==> src/rtl/pipe_trace_buffer.sv <==
// Timestamped capture buffer: fill-and-stop or circular-with-trigger capture,
// drained oldest-first over a valid/ready read port.
module pipe_trace_buffer #(
  parameter int W     = 32,
  parameter int DEPTH = 64,
  parameter int AW    = 6,
  parameter int POST  = 16,
  parameter int TSW   = 16
) (
  input  logic           clk,
  input  logic           reset,
  input  logic           arm,
  input  logic           mode,
  input  logic           trig,
  input  logic           sample_en,
  input  logic [W-1:0]   sample_data,
  input  logic           rd_ready,
  output logic           rd_valid,
  output logic [W-1:0]   rd_data,
  output logic [TSW-1:0] rd_ts,
  output logic [1:0]     state,
  output logic [AW:0]    count,
  output logic           overflow
);

  typedef enum logic [1:0] {
    S_IDLE     = 2'd0,
    S_CAPTURE  = 2'd1,
    S_POSTTRIG = 2'd2,
    S_READOUT  = 2'd3
  } state_t;

  localparam logic [AW:0] FULL = (AW+1)'(DEPTH);

  state_t          st, st_n;
  logic [AW-1:0]   wptr, wptr_n, rptr, rptr_n, post_cnt, post_cnt_n;
  logic [AW:0]     count_n, remaining, remaining_n;
  logic            overflow_n, mode_q, mode_n;
  logic [TSW-1:0]  ts;
  logic            wr_en, xfer;

  logic [W-1:0]    mem_data [DEPTH];
  logic [TSW-1:0]  mem_ts   [DEPTH];

  assign state    = st;
  assign rd_valid = (st == S_READOUT) && (remaining != '0);
  assign xfer     = rd_valid && rd_ready;
  assign rd_data  = rd_valid ? mem_data[rptr] : '0;
  assign rd_ts    = rd_valid ? mem_ts[rptr]   : '0;

  always_comb begin
    st_n        = st;
    wptr_n      = wptr;
    rptr_n      = rptr;
    post_cnt_n  = post_cnt;
    count_n     = count;
    remaining_n = remaining;
    overflow_n  = overflow;
    mode_n      = mode_q;
    wr_en       = 1'b0;

    case (st)
      S_IDLE: begin
        if (arm) begin
          st_n       = S_CAPTURE;
          wptr_n     = '0;
          count_n    = '0;
          overflow_n = 1'b0;
          mode_n     = mode;
        end
      end

      S_CAPTURE, S_POSTTRIG: begin
        if (st == S_CAPTURE && arm) begin
          wptr_n     = '0;
          count_n    = '0;
          overflow_n = 1'b0;
          mode_n     = mode;
        end else begin
          if (sample_en) begin
            wr_en  = 1'b1;
            wptr_n = wptr + 1'b1;
            if (count == FULL) overflow_n = 1'b1;
            else               count_n    = count + 1'b1;
          end
          if (st == S_CAPTURE) begin
            if (!mode_q) begin
              if (sample_en && count == FULL - 1'b1) st_n = S_READOUT;
            end else if (trig) begin
              // the trigger-cycle sample is stored but not counted in the window
              st_n       = S_POSTTRIG;
              post_cnt_n = AW'(POST);
            end
          end else if (sample_en) begin
            post_cnt_n = post_cnt - 1'b1;
            if (post_cnt == AW'(1)) st_n = S_READOUT;
          end
        end
        // once wrapped, the oldest entry sits where the next write would land
        if (st_n == S_READOUT) begin
          rptr_n      = (count_n == FULL) ? wptr_n : '0;
          remaining_n = count_n;
        end
      end

      S_READOUT: begin
        if (xfer) begin
          rptr_n      = rptr + 1'b1;
          remaining_n = remaining - 1'b1;
          if (remaining == (AW+1)'(1)) st_n = S_IDLE;
        end
      end

      default: st_n = S_IDLE;
    endcase
  end

  always_ff @(posedge clk) begin
    if (reset) begin
      st        <= S_IDLE;
      wptr      <= '0;
      rptr      <= '0;
      post_cnt  <= '0;
      count     <= '0;
      remaining <= '0;
      overflow  <= 1'b0;
      mode_q    <= 1'b0;
      ts        <= '0;
    end else begin
      st        <= st_n;
      wptr      <= wptr_n;
      rptr      <= rptr_n;
      post_cnt  <= post_cnt_n;
      count     <= count_n;
      remaining <= remaining_n;
      overflow  <= overflow_n;
      mode_q    <= mode_n;
      ts        <= ts + 1'b1;
    end
  end

  always_ff @(posedge clk) begin
    if (wr_en && !reset) begin
      mem_data[wptr] <= sample_data;
      mem_ts[wptr]   <= ts;
    end
  end

endmodule
==> config.mk <==
export PLATFORM = sky130hd
export DESIGN_NAME = pipe_trace_buffer
export DESIGN_NICKNAME = d
export VERILOG_FILES = /design/src/rtl/pipe_trace_buffer.sv
export SDC_FILE = /design/constraint.sdc
export NUM_CORES = 2
export LEC_CHECK = 0
export CAP_MARGIN = 20
export CORE_MARGIN = 1
export CORE_UTILIZATION = 30
export DETAILED_ROUTE_END_ITERATION = 10
export HOLD_SLACK_MARGIN = 0.03
export SLEW_MARGIN = 20
export SYNTH_ARGS = -nofsm -noshare
export SYNTH_HDL_FRONTEND = slang
export SYNTH_SLANG_ARGS = --single-unit
==> constraint.sdc <==
create_clock -name clk -period 4.8 [get_ports clk]
set_input_delay 0.72 -clock clk [delete_from_list [all_inputs] [get_ports clk]]
set_output_delay 0.72 -clock clk [all_outputs]
set_load 0.005 [all_outputs]
==> impl_results.md <==
- Unrepaired setup endpoints after global routing: yes
- CTS HTree Levels: 5
- Port buffer count: 97
- Fmax: 209.3 MHz
- DR vias/cell: 5.396
- Setup WS pre-CTS: -0.1743 ns
- ANT nets after route: 0
- Clock share of power: 41.7%
- Switching power: 0.01168 W
- Crit start category: flip-flop
- Post-Synth Adder-Cell Area: 0.1452%
- Critical path class: reg2out
- Ys async rst share: 0%
- Worst EP required: approximately 4 ns
- Slew margin rel.: a little under a quarter
- All-Layer GR Usage: about 18%
- Setup violators final: 0
- Max_cap viols: 0
- Height of the die: roughly 640 µm
- Post-synthesis sequential area ratio: 77.43%
- CTS tree: built
- TritonRoute pass-1 iters: 5
- Num rows: 232
- Ys Warns: 0
- CTS root buffer: clkbuf_16
- Complex-gate fraction of the synthesized area: around 2%
- Clk_lat worst skew: 0.88 ns
- Nets: 5892
- Worst-path maximum fanout: 21
- Largest family of logic cells by synthesized area: multiplexers
- Fin. max-slew vios: 0
- DR DRC count: 0
- Worst r2r dst: mem_data[38][20]
- Max rail drop VDD: 271.8 µV
- WL/cell: around 32 µm
- Reg2Reg Depth: 8
- Post-Synth Simple-Gate Area: 2.051%
- Worst r2r src: state[0]
- Mux contribution to synthesized area: 16.74%
- Routed wire length: 365400 µm
- Cell variety after synth: 73
- Core area: about 400000 µm²
- Detail Placement HPWL: 194500 µm
- Largest net degree at the start of global routing: between 70 and 80
- Die area: 404700 µm²
- Leakage power: about 42 nW
- CTS Hold Bufs: 0
- I/O Pins: between 90 and 100
- Gpl congestion: roughly 0.78
- Initial antenna violation count: 34
- Int Power: 0.04412 W
- Syn avg cell area: between 20 and 25 µm²
- Vias: 61180
- Initial core utilization: 30.18%
- Slew @ Worst Pin: 1.118 ns
- Crit share post-route: approximately 100%
- XOR/XNOR share of the synthesized area: less than 1%
- Hold EP: mem_data[30][29]
- Fin Clk Skew: 0.05347 ns
- Fin Hold WS: 0.3258 ns
- First-pass GRT wire length: 498000 µm
- EDFF count, synth: ~3100
- Reg clk slew, reported paths: 0.06 ns
- Seq pwr share: between 50% and 60%
- Total gr overflow: 0
- Switching Share: 20.92%
- Hold depth: 1
- Iteration-0 DRC Markers: 8650
- Cell Pwr Density: 395.1 nW/µm²
- Hold Crit Class: in2reg
- Logic gate share of total power: roughly 4.6%
- Primary FF master, synth: edfxtp_1
- Die width: 636.1 µm
- Post-Syn Instances: 5372
- Arr. time, crit path: 4.06 ns
- Cell Area, Synth: 120600 µm²
- Worst Slack Setup Final: 0.02263 ns
- Worst hold start: sample_data[29]
- Share of cells above drive strength 1: 29.98%
- Final Critical Period: around 4.8 ns
- R2R setup slack: 0.87 ns
- CTS buffer count: 305
- #FFs+latches synth: about 3100
- Num Clock Sinks: roughly 3100
- Vias in the first global route: 60450
- Final Hold Violating Endpoints: 0
- Net Count, Synth: between 5000 and 6000
- Status: finished, final reports clean
- CTS Buffer Depth: 4
- Setup crit end kind: output port
- Layout area overhead: 17.07%
==> worst max-delay path: stages, from the launching register on <==
cell,delay (ns)
dfxtp_4,0.39
buf_12,0.17
buf_16,0.25
buf_12,0.21
mux4_2,0.51
mux4_2,0.56
a22oi_1,0.30
nand2_2,0.22
clkdlybuf4s50_1,0.51
==> per-layer routing <==
metal	vias to the layer above	global-route usage (%)	wire length, µm	part of all wire, %
met5	-	0	141	0.039
met4	22	5.203	11530	3.2
met3	552	3.402	35020	9.6
met2	3464	29.46	179500	49
met1	33480	23.18	139200	38
li1	23660	-	-	-
==> state kept, by name, indices dropped and copies added (netlist names), named ones only <==
register / count
ts: 16
overflow: 1
state: 2
mem_data: 2048
count: 7
post_cnt: 6
remaining: 7
wptr: 6
mode_q: 1
mem_ts: 1024
rptr: 6
==> synth_stat cells, types with 11 or more instances <==
library cell / count / share of area (%)
ha_1: 14 / 0.15
edfxtp_1: 3072 / 76
nand2_1: 228 / 0.71
buf_6: 18 / 0.17
o22ai_1: 11 / 0.057
a211oi_1: 23 / 0.14
o21ai_1: 22 / 0.091
and2_1: 13 / 0.067
nand3_1: 43 / 0.18
a31oi_1: 25 / 0.13
buf_2: 116 / 0.48
xnor2_1: 12 / 0.087
a22oi_1: 68 / 0.42
nor2b_1: 24 / 0.12
and3_1: 15 / 0.078
mux2i_1: 131 / 1.1
xor2_1: 17 / 0.12
nand4_1: 11 / 0.057
mux4_2: 826 / 15
o21ai_0: 42 / 0.17
inv_1: 15 / 0.047
nand2b_1: 12 / 0.062
a21oi_1: 66 / 0.27
dfxtp_1: 58 / 0.96
nor2_1: 159 / 0.49
nor3_1: 21 / 0.087
mux2_2: 25 / 0.23
a32oi_1: 31 / 0.23
clkbuf_1: 68 / 0.21
buf_4: 62 / 0.39
buf_1: 24 / 0.075
==> metrics by stage <==
step / instances / total power [W] / utilization [%] / area, µm² / TNS [ns]
3_3_place_gp: 10750 / 0.03296 / 32.65 / 130500 / -0.2423
2_1_floorplan: 5372 / 0.03211 / - / 120600 / 0
3_5_place_dp: 10760 / 0.03302 / 32.66 / 130500 / -0.1743
4_1_cts: 11330 / 0.05611 / 35.27 / 141000 / -0.1445
6_report: 11340 / 0.05580 / 35.33 / 141200 / 0
5_1_grt: 11340 / 0.05721 / 35.33 / 141200 / -0.07156
==> layout make-up <==
type / instances / area, µm²
timing repair buffer: 451 / 5326
antenna: 7 / 17.52
clock buffer: 371 / 8059
inverter: 16 / 77.57
clock inverter: 164 / 1419
multi-input combinational: 1935 / 26270
fill: 36140 / 258500
sequential: 3130 / 93470
tap: 5265 / 6588
==> power by group through the flow <==
stage / Sequential [W] / Clock (W) / Combinational (W)
global placement: 0.0306 / 0 / 0.00237
detailed placement: 0.0306 / 0 / 0.00242
finish: 0.0300 / 0.0233 / 0.00255
global route: 0.0300 / 0.0245 / 0.00270
floorplan: 0.0306 / 0 / 0.00155
CTS: 0.0300 / 0.0236 / 0.00255
==> logic make-up after synthesis <==
family / Yosys count
flops: 3130
fa+ha+maj: 14
xor+xnor: 29
buf+inv: 307
simple gates: 557
compound gates: 353
mux: 982
==> layout by cell type (no fill, tap or decap), types with 22 or more instances in the layout <==
cell type	instances
a21oi_1	65
nand2_1	224
clkinv_2	55
a31oi_1	23
buf_2	31
clkbuf_16	313
nor2_4	68
nor2b_1	22
clkinv_1	51
mux2_2	25
nand3_1	42
buf_12	90
dfxtp_1	39
o21ai_0	42
a22oi_1	60
a211oi_1	23
clkdlybuf4s50_1	53
edfxtp_1	3072
a32oi_1	31
clkbuf_1	56
nor2_1	89
mux4_2	826
buf_4	218
mux2i_1	131
==> timing repair <==
item | 4_1_cts | 5_1_grt
setup buffers | 25 | 4
setup endpoints to repair | 47 | 20
gates resized for setup | 77 | 27
hold endpoints to repair | 0 | 0
gates cloned | 11 | 1
pin swaps | 6 | 3
==> worst max-delay path by stage <==
stage,endpoint,slack [ns]
after floorplan,mem_data[61][0],0.34
after global placement,rd_data[30],-0.24
after detailed placement,rd_data[30],-0.17
after CTS,rd_ts[15],-0.06
after global routing,rd_ts[13],-0.03
final,rd_data[17],0.02
(Power assumes the default switching activity.)
